--- src/rtl/hazard_ctrl_pkg.sv ---
// Shared encodings for the hazard controller: Tnew/Tuse codes, forward-mux
// select codes, pipeline stage state records and operand Tuse encoders.
package hazard_ctrl_pkg;

  localparam logic [1:0] T_PC      = 2'd0;
  localparam logic [1:0] T_ALU     = 2'd1;
  localparam logic [1:0] T_DM      = 2'd2;
  localparam logic [1:0] TUSE_NONE = 2'd3;

  localparam logic [1:0] FWD_RF = 2'd0;
  localparam logic [1:0] FWD_E  = 2'd1;
  localparam logic [1:0] FWD_M  = 2'd2;
  localparam logic [1:0] FWD_W  = 2'd3;

  typedef struct packed {
    logic [4:0] a3;
    logic [1:0] tnew;
    logic [4:0] rs;
    logic [4:0] rt;
  } e_stage_t;

  typedef struct packed {
    logic [4:0] a3;
    logic [1:0] tnew;
    logic [4:0] rt;
  } m_stage_t;

  // Earliest stage in which rs is consumed; several flags set -> smallest wins.
  function automatic logic [1:0] tuse_rs_enc(input logic u0, input logic u1);
    if (u0)      return 2'd0;
    else if (u1) return 2'd1;
    else         return TUSE_NONE;
  endfunction

  // Earliest stage in which rt is consumed; several flags set -> smallest wins.
  function automatic logic [1:0] tuse_rt_enc(input logic u0, input logic u1, input logic u2);
    if (u0)      return 2'd0;
    else if (u1) return 2'd1;
    else if (u2) return 2'd2;
    else         return TUSE_NONE;
  endfunction

endpackage

--- src/rtl/hazard_fwd_sel.sv ---
// Per-operand hazard resolver. Slot 0 is the youngest producer, slot 2 the
// oldest. The youngest producer whose destination matches the operand decides
// both the stall term and the select; a matching producer that is not ready
// never lets an older one through. Unused slots are tied to a3 = 0.
module hazard_fwd_sel
  import hazard_ctrl_pkg::*;
#(
  parameter logic [1:0] SEL_0 = FWD_E,
  parameter logic [1:0] SEL_1 = FWD_M,
  parameter logic [1:0] SEL_2 = FWD_W
) (
  input  logic [4:0] operand,
  input  logic [1:0] tuse,
  input  logic [4:0] a3_0,
  input  logic [1:0] tnew_0,
  input  logic [4:0] a3_1,
  input  logic [1:0] tnew_1,
  input  logic [4:0] a3_2,
  input  logic [1:0] tnew_2,
  output logic       stall_term,
  output logic [1:0] sel
);

  logic live;
  logic hit_0;
  logic hit_1;
  logic hit_2;

  // Register 0 is never a real dependency.
  assign live  = (operand != 5'd0);
  assign hit_0 = live && (operand == a3_0);
  assign hit_1 = live && (operand == a3_1);
  assign hit_2 = live && (operand == a3_2);

  // Youngest matching producer governs stall and forwarding.
  always_comb begin
    stall_term = 1'b0;
    sel        = FWD_RF;
    if (hit_0) begin
      stall_term = (tnew_0 > tuse);
      if (tnew_0 == T_PC) sel = SEL_0;
    end else if (hit_1) begin
      stall_term = (tnew_1 > tuse);
      if (tnew_1 == T_PC) sel = SEL_1;
    end else if (hit_2) begin
      stall_term = (tnew_2 > tuse);
      if (tnew_2 == T_PC) sel = SEL_2;
    end
  end

endmodule

--- src/rtl/hazard_ctrl.sv ---
// Pipeline hazard controller for the 5-stage core: tracks destination and
// remaining Tnew of instructions in E, M and W, raises the D-stage stall and
// drives the D, E and M forward-mux selects.
module hazard_ctrl
  import hazard_ctrl_pkg::*;
#(
  parameter int STALL_CNT_W = 32
) (
  input  logic                   clk,
  input  logic                   reset,
  input  logic [4:0]             rs_d,
  input  logic [4:0]             rt_d,
  input  logic                   tuse_rs0,
  input  logic                   tuse_rs1,
  input  logic                   tuse_rt0,
  input  logic                   tuse_rt1,
  input  logic                   tuse_rt2,
  input  logic [1:0]             tnew_d,
  input  logic [4:0]             a3_d,
  output logic                   stall,
  output logic [1:0]             fwd_rs_d,
  output logic [1:0]             fwd_rt_d,
  output logic [1:0]             fwd_rs_e,
  output logic [1:0]             fwd_rt_e,
  output logic [1:0]             fwd_rt_m,
  output logic [STALL_CNT_W-1:0] stall_cnt
);

  // Remaining Tnew after one more stage; a ready result stays ready.
  function automatic logic [1:0] sat_dec(input logic [1:0] t);
    case (t)
      T_DM:    return T_ALU;
      T_ALU:   return T_PC;
      default: return T_PC;
    endcase
  endfunction

  // Stall-cycle counter step that sticks at all-ones.
  function automatic logic [STALL_CNT_W-1:0] sat_inc(input logic [STALL_CNT_W-1:0] c);
    if (&c) return c;
    else    return c + {{(STALL_CNT_W-1){1'b0}}, 1'b1};
  endfunction

  e_stage_t   e_st;
  m_stage_t   m_st;
  logic [4:0] a3_w;

  logic [1:0] tuse_rs;
  logic [1:0] tuse_rt;
  logic       stall_rs;
  logic       stall_rt;
  logic       unused_stall_rs_e;
  logic       unused_stall_rt_e;
  logic       unused_stall_rt_m;

  assign tuse_rs = tuse_rs_enc(tuse_rs0, tuse_rs1);
  assign tuse_rt = tuse_rt_enc(tuse_rt0, tuse_rt1, tuse_rt2);

  // D-stage operands: producers in E, M, W.
  hazard_fwd_sel #(.SEL_0(FWD_E), .SEL_1(FWD_M), .SEL_2(FWD_W)) u_rs_d (
    .operand(rs_d), .tuse(tuse_rs),
    .a3_0(e_st.a3), .tnew_0(e_st.tnew),
    .a3_1(m_st.a3), .tnew_1(m_st.tnew),
    .a3_2(a3_w),    .tnew_2(T_PC),
    .stall_term(stall_rs), .sel(fwd_rs_d)
  );

  hazard_fwd_sel #(.SEL_0(FWD_E), .SEL_1(FWD_M), .SEL_2(FWD_W)) u_rt_d (
    .operand(rt_d), .tuse(tuse_rt),
    .a3_0(e_st.a3), .tnew_0(e_st.tnew),
    .a3_1(m_st.a3), .tnew_1(m_st.tnew),
    .a3_2(a3_w),    .tnew_2(T_PC),
    .stall_term(stall_rt), .sel(fwd_rt_d)
  );

  // E-stage operands: producers in M, W. Their stall terms are constant zero.
  hazard_fwd_sel #(.SEL_0(FWD_M), .SEL_1(FWD_W), .SEL_2(FWD_RF)) u_rs_e (
    .operand(e_st.rs), .tuse(TUSE_NONE),
    .a3_0(m_st.a3), .tnew_0(m_st.tnew),
    .a3_1(a3_w),    .tnew_1(T_PC),
    .a3_2(5'd0),    .tnew_2(T_PC),
    .stall_term(unused_stall_rs_e), .sel(fwd_rs_e)
  );

  hazard_fwd_sel #(.SEL_0(FWD_M), .SEL_1(FWD_W), .SEL_2(FWD_RF)) u_rt_e (
    .operand(e_st.rt), .tuse(TUSE_NONE),
    .a3_0(m_st.a3), .tnew_0(m_st.tnew),
    .a3_1(a3_w),    .tnew_1(T_PC),
    .a3_2(5'd0),    .tnew_2(T_PC),
    .stall_term(unused_stall_rt_e), .sel(fwd_rt_e)
  );

  // M-stage store data: producer in W only.
  hazard_fwd_sel #(.SEL_0(FWD_W), .SEL_1(FWD_RF), .SEL_2(FWD_RF)) u_rt_m (
    .operand(m_st.rt), .tuse(TUSE_NONE),
    .a3_0(a3_w), .tnew_0(T_PC),
    .a3_1(5'd0), .tnew_1(T_PC),
    .a3_2(5'd0), .tnew_2(T_PC),
    .stall_term(unused_stall_rt_m), .sel(fwd_rt_m)
  );

  assign stall = stall_rs | stall_rt;

  // ---- D -> E -> M -> W boundary: advance stage state, bubble E on stall ----
  always_ff @(posedge clk or posedge reset) begin
    if (reset) begin
      e_st      <= '0;
      m_st      <= '0;
      a3_w      <= 5'd0;
      stall_cnt <= '0;
    end else begin
      if (stall) begin
        e_st      <= '0;
        stall_cnt <= sat_inc(stall_cnt);
      end else begin
        e_st <= '{a3: a3_d, tnew: tnew_d, rs: rs_d, rt: rt_d};
      end
      m_st <= '{a3: e_st.a3, tnew: sat_dec(e_st.tnew), rt: e_st.rt};
      a3_w <= m_st.a3;
    end
  end

endmodule

--- config.mk ---
export PLATFORM = sky130hd
export DESIGN_NAME = hazard_ctrl
export DESIGN_NICKNAME = d
export VERILOG_FILES = /design/src/rtl/hazard_ctrl_pkg.sv /design/src/rtl/hazard_fwd_sel.sv /design/src/rtl/hazard_ctrl.sv
export SDC_FILE = /design/constraint.sdc
export NUM_CORES = 1
export LEC_CHECK = 0
export BUFFER_PORTS_ARGS = -buffer_cell sky130_fd_sc_hd__buf_4
export CORE_AREA = 3 3 112 125
export CTS_CLUSTER_SIZE = 10
export DETAILED_ROUTE_END_ITERATION = 12
export DIE_AREA = 0 0 115 128
export MAX_ROUTING_LAYER = met4
export PLACE_DENSITY_LB_ADDON = 0.25
export SLEW_MARGIN = 15
export SYNTH_ARGS = -nofsm -noshare
export SYNTH_HDL_FRONTEND = slang
export SYNTH_HIERARCHICAL = 1
export SYNTH_SLANG_ARGS = --single-unit
export TNS_END_PERCENT = 50
--- constraint.sdc ---
create_clock -name clk -period 2.6 [get_ports clk]
set_clock_uncertainty 0.05 [all_clocks]
set_input_delay 0.26 -clock clk [delete_from_list [all_inputs] [get_ports clk]]
set_output_delay 0.26 -clock clk [all_outputs]
set_load 0.1 [all_outputs]
==> results.toml <==
[status]
status = "finished with violations"
violations = "negative setup slack"

[timing]
finalCritPeriodShare_pct = 102
fmax_ghz = 0.376
fin_setup_tns_ns = -0.257
finalCriticalPeriod_ns = 2.66
finalSetupViolations = 7
worst_slack_ns = -0.0561
rsz0062_at_grt = "true"
max_slew.worst_pin.slew_ns = 0.757
maxSlewHeadroom_pct = 49.4
hold_viol_final = 0
slew_violations = 0

[route]
drc = 0
num_vias = 3213
via_per_inst = 4.73
wl_per_cell_um = 15.5
drt_iter0_drc = 95
first_pass_iters = 6
wirelength_mm = 10.5
ant_nets = 0

[floorplan]
fp.coreArea_mm2 = 0.0127
die_area_mm2 = 0.0147
io_pins = 67
dieHeight_um = 128
std_cell_rows = 43
die_w_um = 115
initial_core_util_pct = 29.3

[layout]
layout-drive-gt1-share_pct = 41.9
insertedDiodeCount = 0
num-fill-cells = 1217
mostFrequentLayoutCells = "115 x buf_4, 45 x xor2_1, 44 x dfrtp_1, 36 x xnor2_1, 24 x nand2_1"
final_cell_count_no_fill = 680
fin_nets = 556
area_growth_pct = 50.2
final_common_cell = "buf_4"

[placed_design]
dp_hpwl_mm = 7.97
port_buffers = 66
dp.cells = 659
gp_congestion = 0.866

[clock_network]
clk_pin_slew_ns = 0.06
cts_tree = "yes"
clk_latency_ns = 0.33
cts_buffers = 9
clockBufferDepth = 2
clock-sinks = 65
htreeDepth = 3
clock-root-buffer = "clkbuf_16"
hold_buffers = 0

[run]
drv_cap = 0

[critical_path]
worstPathArrival_ns = 2.82
worstSetupStartpointType = "flop"
cp-endpoint = "stall_cnt[18]"
reg2reg_slack_ns = -0.06
critical_path_class = "flop to flop"
r2r-end = "stall_cnt[18]"
rr_worst_depth = 12
crit_fanout = 4
reg2reg_from = "a3_w[4]"
crit_start = "a3_w[4]"
cp_data_required_time_ns = 2.76
crit_path_end_kind = "flop"

[synthesis]
synth.avg_cell_area_um2 = 10.0
syn_area_mm2 = 0.00372
syn_inst = 372
yosysWarnings = 6

[global_routing]
grt_use_total_pct = 15.3
grt-ovfl-total = 0
grt_pass1_wl_mm = 17.2
antenna_found_initial = 0
grt_pass1_vias = 3396
grt_max_degree = 35

[power]
ir_drop_v = 0.000775
power_density_mw_per_mm2 = 718
leakagePower_nw = 2.46

[worst_hold_path]
hold_class = "primary input to asynchronous set/reset pin"
## layer usage
| layer | vias to the layer above | global-route usage [%] | share of wire (%) |
|---|---|---|---|
| met5 | - | - | 0 |
| met4 | 0 | 4.83 | 0.80 |
| met3 | 8 | 2.60 | 3.5 |
| met2 | 65 | 25.6 | 52 |
| met1 | 1575 | 18.8 | 44 |
| li1 | 1565 | - | - |
## cell type report
cell class / instances / area [um^2] / share of cell area [%]
Clock buffer: 10 / 239 / 4.27
Clock inverter: 5 / 80.1 / 1.43
Inverter: 16 / 63.8 / 1.14
Multi-Input combinational cell: 302 / 2330 / 41.7
Sequential cell: 65 / 1650 / 29.6
Tap cell: 157 / 196 / 3.51
Timing Repair Buffer: 125 / 1030 / 18.3
## critical path, cell delays in order, from the launching register on
cell,delay (ns)
dfrtp_1,0.38
buf_4,0.14
xnor2_1,0.13
nand3_1,0.12
nor4_2,0.16
buf_4,0.16
o2111ai_2,0.09
a22oi_2,0.21
nor2_4,0.09
or4_4,0.53
a21oi_4,0.18
nand4_1,0.12
xnor2_1,0.16
## flip-flops by register name, indices dropped and copies added (netlist names)
| name | cells |
|---|---|
| e_st | 17 |
| stall_cnt | 32 |
| a3_w | 5 |
| m_st | 11 |
## worst min-delay path by stage
stage / slack (ns) / end / startpoint / cells past startpoint
floorplan: 0.34 / e_st[0] / rt_d[0] / 1
global placement: 0.39 / m_st[9] / e_st[14] / 0
detailed placement: 0.39 / m_st[10] / e_st[15] / 0
CTS: 0.05 / e_st[8] / reset / 2
global route: 0.09 / e_st[7] / reset / 2
finish: 0.03 / e_st[8] / reset / 2
## per-stage QoR
step | total power, mW | util, % | worst slack [ns] | instance area [um^2] | hold slack (ns)
2_1_floorplan | 2.23 | - | -0.286 | 3930 | 0.339
3_3_place_gp | 2.63 | 39.4 | -0.346 | 5000 | 0.386
3_5_place_dp | 2.64 | 39.4 | -0.371 | 5000 | 0.392
4_1_cts | 4.01 | 42.6 | -0.0628 | 5410 | 0.0457
5_1_grt | 4.20 | 44.0 | -0.213 | 5590 | 0.0915
6_report | 4.02 | 44.0 | -0.0561 | 5590 | 0.0266
## repair_timing
item | 4_1_cts | 5_1_grt
pin swaps | 11 | 15
resized for setup | 15 | 32
gates cloned | 1 | 0
setup endpoints to repair | 16 | 27
buffers inserted | 2 | 4
## power by group
| part | total [mW] | switching [mW] | internal [mW] | leakage, nW |
|---|---|---|---|---|
| sequential | 1.34 | 0.184 | 1.16 | 0.793 |
| clock | 1.30 | 0.447 | 0.858 | 0.151 |
| combinational | 1.37 | 0.871 | 0.502 | 1.52 |
| total | 4.02 | 1.50 | 2.52 | 2.46 |
(Power assumes the default switching activity.)
